$ cat src/rtl/resp_collector.sv
// -----------------------------------------------------------------------------
// resp_collector
//   Buffers a push-only response stream in a DEPTH-entry circular FIFO.
//   Presents the buffered words to a sink over a valid/ready handshake.
//   Keeps overflow and receive/drop statistics.
//
// Ports
//   clk_i, rstn_i            clock (rising edge), async active-low reset
//   in_valid_i, in_data_i    push stream; it has no backpressure
//   out_valid_o, out_data_o  FIFO head; it is popped when out_ready_i=1
//   out_ready_i              sink accepts the head
//   level_o                  current occupancy
//   almost_full_o            level_o >= AFULL_LVL
//   overflow_o               sticky flag: at least one word was dropped
//   rx_cnt_o                 accepted words; wraps
//   drop_cnt_o               dropped words; saturates
//   clr_i                    synchronous clear of overflow_o, rx_cnt_o and drop_cnt_o
// -----------------------------------------------------------------------------
module resp_collector #(
  parameter int DATA_SIZE = 16,
  parameter int DEPTH     = 4,
  parameter int AFULL_LVL = 3,
  parameter int CNT_W     = 8,
  localparam int LVL_W    = $clog2(DEPTH + 1),
  localparam int PTR_W    = $clog2(DEPTH)
) (
  input  logic                 clk_i,
  input  logic                 rstn_i,
  input  logic                 in_valid_i,
  input  logic [DATA_SIZE-1:0] in_data_i,
  output logic                 out_valid_o,
  output logic [DATA_SIZE-1:0] out_data_o,
  input  logic                 out_ready_i,
  output logic [LVL_W-1:0]     level_o,
  output logic                 almost_full_o,
  output logic                 overflow_o,
  output logic [CNT_W-1:0]     rx_cnt_o,
  output logic [CNT_W-1:0]     drop_cnt_o,
  input  logic                 clr_i
);

  logic [DATA_SIZE-1:0] mem_q [DEPTH];
  logic [PTR_W-1:0]     wr_ptr_q, rd_ptr_q;
  logic [LVL_W-1:0]     level_q;
  logic                 overflow_q;
  logic [CNT_W-1:0]     rx_cnt_q, drop_cnt_q;

  logic full, push, pop, accept, drop;

  always_comb begin
    // NOTE: every signal driven here gets a default first, so no latch can be inferred.
    full   = 1'b0;
    push   = 1'b0;
    pop    = 1'b0;
    accept = 1'b0;
    drop   = 1'b0;
    full   = (level_q == LVL_W'(DEPTH));
    push   = in_valid_i;
    pop    = (level_q != '0) && out_ready_i;
    // A full FIFO can still take a word when the head leaves in the same cycle.
    accept = push && (!full || pop);
    drop   = push && full && !pop;
  end

  function automatic logic [PTR_W-1:0] ptr_inc(input logic [PTR_W-1:0] p);
    // The wrap is explicit so that DEPTH does not have to be a power of 2.
    return (p == PTR_W'(DEPTH - 1)) ? '0 : p + 1'b1;
  endfunction

  // NOTE: the storage is reset too. This keeps out_data_o defined (never X)
  //       while the FIFO is empty after reset.
  always_ff @(posedge clk_i or negedge rstn_i) begin
    if (!rstn_i) begin
      for (int i = 0; i < DEPTH; i++) mem_q[i] <= '0;
      wr_ptr_q <= '0;
      rd_ptr_q <= '0;
      level_q  <= '0;
    end else begin
      // NOTE: sequential state uses non-blocking assignments only. All flops then
      //       sample values from before the edge, with no ordering races.
      if (accept) begin
        mem_q[wr_ptr_q] <= in_data_i;
        wr_ptr_q        <= ptr_inc(wr_ptr_q);
      end
      if (pop) rd_ptr_q <= ptr_inc(rd_ptr_q);
      if (accept && !pop)      level_q <= level_q + 1'b1;
      else if (pop && !accept) level_q <= level_q - 1'b1;
    end
  end

  // Statistics: clr_i wins over any push or drop in the same cycle.
  always_ff @(posedge clk_i or negedge rstn_i) begin
    if (!rstn_i) begin
      overflow_q <= 1'b0;
      rx_cnt_q   <= '0;
      drop_cnt_q <= '0;
    end else if (clr_i) begin
      overflow_q <= 1'b0;
      rx_cnt_q   <= '0;
      drop_cnt_q <= '0;
    end else begin
      if (accept) rx_cnt_q <= rx_cnt_q + 1'b1;
      if (drop) begin
        overflow_q <= 1'b1;
        if (drop_cnt_q != '1) drop_cnt_q <= drop_cnt_q + 1'b1;
      end
    end
  end

  // Every output is a register or is decoded from registers only.
  assign out_valid_o   = (level_q != '0);
  assign out_data_o    = mem_q[rd_ptr_q];
  assign level_o       = level_q;
  assign almost_full_o = (level_q >= LVL_W'(AFULL_LVL));
  assign overflow_o    = overflow_q;
  assign rx_cnt_o      = rx_cnt_q;
  assign drop_cnt_o    = drop_cnt_q;

endmodule
$ cat config.mk
export PLATFORM = sky130hd
export DESIGN_NAME = resp_collector
export DESIGN_NICKNAME = d
export VERILOG_FILES = /design/src/rtl/resp_collector.sv
export SDC_FILE = /design/constraint.sdc
export NUM_CORES = 1
export LEC_CHECK = 0
export ABC_AREA = 1
export CAP_MARGIN = 20
export CORE_MARGIN = 1
export CORE_UTILIZATION = 35
export DETAILED_ROUTE_END_ITERATION = 16
export SLEW_MARGIN = 5
export SYNTH_ARGS = -nofsm -noshare
export SYNTH_HDL_FRONTEND = slang
export SYNTH_SLANG_ARGS = --single-unit
$ cat constraint.sdc
create_clock -name clk_i -period 2.72 [get_ports clk_i]
set_input_delay 0.272 -clock clk_i [delete_from_list [all_inputs] [get_ports clk_i]]
set_output_delay 0.272 -clock clk_i [all_outputs]
set_load 0.05 [all_outputs]
==> impl_metrics.yaml, run 1 <==
grt:
  grt_first_pass_wirelength_mm: 16.2
  grt_usage_pct: 16.3
  grt_pass1_vias: 3299
  antenna_found_initial: 1
  grt_max_degree: 50
  grt_overflow: 0
worst_setup_path:
  critical-path-slowest-cell: "clkdlybuf4s50_1"
  r2r_start: "level_o[0]$_DFFE_PN0P_"
  arrival_ns: 1.87
  slowest_delay_ns: 0.71
  cp-end-kind: "output port"
  crit_path_start_kind: "flip-flop"
  required_ns: 2.45
  critical_path.cell_chain: "nor2_2 -> nand2_1 -> clkdlybuf4s50_1"
  path_class: "reg -> out"
  cp-startpoint: "level_o[0]$_DFFE_PN0P_"
  cp_top_family: "buffers and inverters"
  path_max_fanout: 5
  crit_buf_inv: 1
synth:
  syn_area_um2: 4110
  syn_inst: 487
  synth_seq_cells: 88
  synth_nets: 517
  postSynthAreaPerCell_um2: 8.44
  yosysSeqAreaShare_pct: 53.5
  synth_cell_types: 25
  yosysWarningCount: 0
clock_network:
  cts_tree: "yes"
  post_cts_buffers: 0
  path_clk_slew_ns: 0.06
  clk_path_buf_depth: 2
  cts_root_buf: "clkbuf_16"
  clock_sinks: 88
  cts_buffers: 9
  clk_latency_ns: 0.33
  cts.htree.levels: 3
floorplanning:
  initial_core_util_pct: 36.0
  io-pin-count: 59
  dieWidth_um: 110
  fp.dieArea_um2: 12200
  die_h_um: 110
  core.rowCount: 39
  core_area_um2: 11400
power_and_ir_drop:
  ir_drop_mv: 0.812
  p_per_area_nw_per_um2: 1280
  total_leakage_power_nw: 2.37
sta:
  setup_tns_ns: 0
  fin_crit_sh_pct: 78.8
  postLayoutSetupSlackWorst_ns: 0.576
  setup_viol: 0
  hold_violations: 0
  whs_ns: 0.484
  tightestPinTransition_ns: 0.671
  rsz0062_at_grt: "no"
  timing.fmax_mhz: 466
  slew_violations: 0
  fin_skew_ns: 0.00526
  slew_headroom_pct: 55.1
  period_minus_slack_ns: 2.14
finish:
  multi_input_comb_area_um2: 1660
  syn2layout_area_growth_pct: 23.7
  drive_gt1_share_pct: 9.36
  layout.nets: 570
  stdcell_count: 688
  fill_cells: 1157
  register_area_um2: 2200
  stdcell_area_um2: 5090
  antenna_cells: 0
route:
  final_antenna_net_count: 0
  viasPerCell: 4.88
  avgRoutedWirePerCell_um: 13.6
  post-route-drc-count: 0
  first_iter_violations: 244
  wl_mm: 9.34
  drt_first_pass_iters: 4
  num_vias: 3356
run_status:
  status: "completed"
placement:
  post-place-ws_ns: 0.503
  place_congestion: 0.791
  dpl.hpwl_mm: 5.96
  placed_area_um2: 4780
  numPlacedInstances: 671
  port_buffers: 58
min_path:
  hp-start: "mem_q[34]$_DFFE_PN0P_"
  holdCritPathClass: "reg -> reg"
run:
  maxCapViolCount: 0
[cell usage in the layout, fill, tap and decap left out, types with 2 or more instances in the layout]
master | synthesis | routed
nor2_1 | 48 | 48
o21bai_1 | 3 | 3
xor2_1 | 3 | 3
clkbuf_16 | 0 | 9
nand3_1 | 14 | 14
clkdlybuf4s50_1 | 0 | 41
a21oi_1 | 9 | 9
ha_1 | 8 | 8
o21ai_0 | 43 | 43
nand2_1 | 113 | 113
dfrtp_1 | 88 | 88
nand2_2 | 4 | 4
o21ai_1 | 62 | 62
clkbuf_1 | 8 | 2
nor3_1 | 2 | 2
nor2_2 | 2 | 2
inv_1 | 38 | 38
o22ai_1 | 16 | 16
buf_4 | 2 | 22
o21ai_2 | 6 | 6
[final cells by class]
type                    instances  share of cell area [%]
inverters                      38                    2.80
flip-flops and latches         88                    43.3
multi-input cells             338                    32.6
clock inverters                 4                    1.03
repair buffers                 65                    11.9
clock buffers                  12                    4.85
well taps                     143                    3.52
[timing repair]
| action | CTS | global route |
|---|---|---|
| gates resized for setup | 0 | 0 |
| hold buffers | 1 | 0 |
| endpoints found under the setup margin | 0 | 0 |
| hold endpoints to repair | 48 | 0 |
[cells by family after synthesis]
family                     Yosys count  share of synthesized area, %
and+or+nand+nor                    184                          17.7
adders and majority gates            9                          2.92
muxes                                1                         0.274
AOI/OAI and AO/OA                  140                          18.6
xor gates and xnor gates             4                         0.852
DFF                                 88                          53.5
buffers and inverters               61                          6.11
[sequential cells by signal (all words and copies together), names as in the netlist]
signal and cells:
rx_cnt_o 8, overflow_o 1, mem_q 64, rd_ptr_q 2
drop_cnt_o 8, level_o 3, wr_ptr_q 2
[synth_stat cells]
cell type / instances / area [um2]
nand4_1: 1 / 6.26
nand2_1: 113 / 424
buf_1: 1 / 3.75
ha_1: 8 / 100
inv_1: 38 / 143
nor2_1: 48 / 180
xnor2_1: 1 / 8.76
o22ai_1: 16 / 100
fa_1: 1 / 20.0
buf_4: 2 / 15.0
nand3_1: 14 / 70.1
dfrtp_1: 88 / 2200
xor2_1: 3 / 26.3
o21bai_1: 3 / 22.5
a21boi_4: 1 / 18.8
clkbuf_1: 8 / 30.0
nor3_1: 2 / 10.0
a21oi_1: 9 / 45.0
nand2_2: 4 / 25.0
mux2_2: 1 / 11.3
nor2_2: 2 / 12.5
o21ai_2: 6 / 52.6
o21ai_0: 43 / 215
buf_2: 12 / 60.1
o21ai_1: 62 / 310
[routing by layer]
layer  share of wire, %  global-route usage, %  up-vias  wire, um
li1                   -                      -     1701         -
met1                 47                   22.3     1554      4420
met2                 46                   25.6       88      4320
met3                5.3                   4.23       11       491
met4                1.1                   4.53        2        99
met5               0.14                      0        -        13
[worst reg2reg max path, stage by stage, from the launching register on]
cell     delay [ns]
dfrtp_1        0.46
nor2_2         0.26
nand2_1        0.11
nand2_1        0.18
ha_1           0.18
inv_1          0.06
fa_1           0.42
mux2_2         0.27
[where the power goes]
part / internal (W) / switching, W
sequential: 0.00182 / 0.000293
clock: 0.000741 / 0.000499
combinational: 0.00102 / 0.00216
total: 0.00358 / 0.00295
[path summary, 6_finish.rpt]
kind                       cells after the start                      end  slack [ns]
setup / recovery                               3              out_valid_o        0.58
hold / removal                                 2    mem_q[34]$_DFFE_PN0P_        0.48
setup reg to reg                               7   level_o[1]$_DFFE_PN0P_        0.67
hold reg to reg                                2    mem_q[34]$_DFFE_PN0P_        0.48
max in group asynchronous                      3  rx_cnt_o[6]$_DFFE_PN0P_        1.58
min in group asynchronous                      2     mem_q[6]$_DFFE_PN0P_        0.50
[stage by stage]
step           utilization [%]  total power [W]
2_1_floorplan                -          0.00441
3_3_place_gp              41.8          0.00526
3_5_place_dp              41.8          0.00534
4_1_cts                   44.6          0.00660
5_1_grt                   44.6          0.00699
6_report                  44.6          0.00653
(Power assumes the default switching activity.)
==> run 2: changes to the inputs <==
- clock period: 2.72 -> 1.75 ns (I/O delays scaled with it)
==> run 2 against run 1 <==
  * Hold slack got worse by 0.12 ns
  * Critical path type is now reg -> reg
  * Non-clock buffer count rose by 25
  * Cell area up 7.3%
  * Highest routed layer is now met4
  * Clock power increased by 56%
==> impl_metrics.yaml, run 2 (same netlist as run 1, synthesis figures left out) <==
run_status:
  status: "completed"
finish:
  layout.nets: 595
  fill_cells: 1120
  final_common_cell: "nand2_1"
  antenna_cells: 0
  layout_common_cells: "nand2_1, dfrtp_1, o21ai_1"
  syn2layout_area_growth_pct: 32.7
  regMostFlops: "mem_q"
  largest_reg_flops: 64
  drive_gt1_share_pct: 20.0
worst_setup_path:
  cp_top_family: "adder cells"
  rr_worst_depth: 6
  arrival_ns: 1.94
  r2r-end: "level_o[1]$_DFFE_PN0P_"
  cp-end-kind: "flip-flop"
  r2r_start: "level_o[1]$_DFFE_PN0P_"
  path_class: "reg -> reg"
  required_ns: 1.97
  critical_path.cell_chain: "nor2_4 -> a21boi_4 -> ha_4 -> inv_2 -> fa_2 -> mux2_2"
  crit_path_start_kind: "flip-flop"
  ff2ff_setup_slack_ns: 0.03
  critical-path-slowest-cell: "dfrtp_2"
  slowest_delay_ns: 0.43
  crit_buf_inv: 1
  path_max_fanout: 3
route:
  drt_first_pass_iters: 4
  final_antenna_net_count: 0
  route.met3.wl_um: 524
  avgRoutedWirePerCell_um: 13.5
  num_vias: 3456
  m1WireLength_mm: 4.62
  top_layer_used: "met4"
  first_iter_violations: 138
  viasPerCell: 4.85
  post-route-drc-count: 0
  met2_length_mm: 4.40
  wl_mm: 9.66
grt:
  grt_max_degree: 43
  grt_overflow: 0
  antenna_found_initial: 0
  grt_pass1_vias: 3457
  grt_usage_pct: 17.0
  grt_first_pass_wirelength_mm: 16.8
sta:
  slew_violations: 0
  setup_viol: 0
  fin_skew_ns: 0.00673
  period_minus_slack_ns: 1.72
  timing.fmax_mhz: 583
  rsz0062_at_grt: "yes"
  slew_headroom_pct: 63.1
  whs_ns: 0.364
  postLayoutSetupSlackWorst_ns: 0.0346
  fin_crit_sh_pct: 98.0
  setup_tns_ns: 0
  hold_violations: 0
  tightestPinTransition_ns: 0.554
clock_network:
  cts_root_buf: "clkbuf_16"
  cts_buffers: 9
  clk_path_buf_depth: 2
  clock_sinks: 88
  cts.htree.levels: 3
  path_clk_slew_ns: 0.06
  cts_tree: "yes"
  clk_latency_ns: 0.34
floorplanning:
  dieWidth_um: 110
  fp.dieArea_um2: 12200
  core.rowCount: 39
  initial_core_util_pct: 36.0
  io-pin-count: 59
  die_h_um: 110
  core_area_um2: 11400
power_and_ir_drop:
  switchingPower_w: 0.00485
  total_leakage_power_nw: 2.69
  combPwrFrac_pct: 52.0
  ir_drop_mv: 1.12
  p_int_w: 0.00600
  p_per_area_nw_per_um2: 1990
  clkPwrFrac_pct: 17.9
  power_frac_seq_pct: 30.1
  sw_frac_of_total_pct: 44.7
  total_power_w: 0.0108
run:
  maxCapViolCount: 0
placement:
  place_congestion: 0.792
  port_buffers: 58
  post-place-ws_ns: -0.192
  dpl.hpwl_mm: 6.52
min_path:
  holdCritPathClass: "in -> async"
-- run 2: changes by cell type in the layout (fill, tap and decap cells not counted), moves of 3 or more --
cell,previous run,this run
buf_4,22,53
clkdlybuf4s50_1,41,20
o22ai_1,16,0
o22ai_2,0,16
dlymetal6s2s_1,0,5
buf_12,1,5
dlygate4sd2_1,0,4
dfrtp_1,88,85
dfrtp_2,0,3
o21ai_0,43,40
o21ai_1,62,65
-- run 2: layout make-up --
type / count / area, um2 / area share (%)
Multi-Input combinational cell: 338 / 1800 / 33.0
Timing Repair Buffer: 90 / 828 / 15.2
Sequential cell: 88 / 2210 / 40.4
Clock inverter: 5 / 56.3 / 1.03
Inverter: 38 / 145 / 2.66
Tap cell: 143 / 179 / 3.28
Clock buffer: 11 / 243 / 4.45
-- run 2: worst reg2reg max path: stages, from the launching register on --
cell,delay [ns]
dfrtp_2,0.43
nor2_4,0.19
a21boi_4,0.09
ha_4,0.16
inv_2,0.06
fa_2,0.42
mux2_2,0.26
-- run 2: how the worst max path moves through the flow --
stage | start | to | slack [ns] | cells after the start
finish | level_o[1]$_DFFE_PN0P_ | level_o[1]$_DFFE_PN0P_ | 0.03 | 6
global route | rd_ptr_q[0]$_DFFE_PN0P_ | out_data_o[15] | -0.02 | 4
CTS | rx_cnt_o[1]$_DFFE_PN0P_ | rx_cnt_o[1] | 0.004 | 1
detailed placement | out_ready_i | level_o[1]$_DFFE_PN0P_ | -0.19 | 7
global placement | out_ready_i | level_o[1]$_DFFE_PN0P_ | -0.14 | 7
floorplan | level_o[2]$_DFFE_PN0P_ | level_o[1]$_DFFE_PN0P_ | -0.27 | 8
-- run 2: what timing repair did --
item	CTS	global route
hold buffers	1	0
endpoints found under the setup margin	4	18
resized for setup	4	11
hold endpoints to repair	39	0
pin swaps	0	2
buffers inserted	0	3
-- run 2: routing by layer --
layer / global-route usage (%) / up-vias
li1: - / 1758
met1: 22.8 / 1599
met2: 27.2 / 91
met3: 4.34 / 8
met4: 5.07 / 0
met5: 0 / -
-- run 2: power by group through the flow --
stage / sequential, W / combinational (W) / clock, W
CTS: 0.00327 / 0.00564 / 0.00200
detailed placement: 0.00331 / 0.00563 / 0
global placement: 0.00327 / 0.00553 / 0
floorplan: 0.00346 / 0.00377 / 0
global route: 0.00338 / 0.00616 / 0.00207
finish: 0.00327 / 0.00564 / 0.00194
-- run 2: through the flow --
step	cells	util [%]	area (um2)
3_3_place_gp	693	44.7	5100
2_1_floorplan	487	-	4260
5_1_grt	713	47.8	5460
3_5_place_dp	693	44.7	5100
4_1_cts	710	47.4	5410
6_report	713	47.8	5460
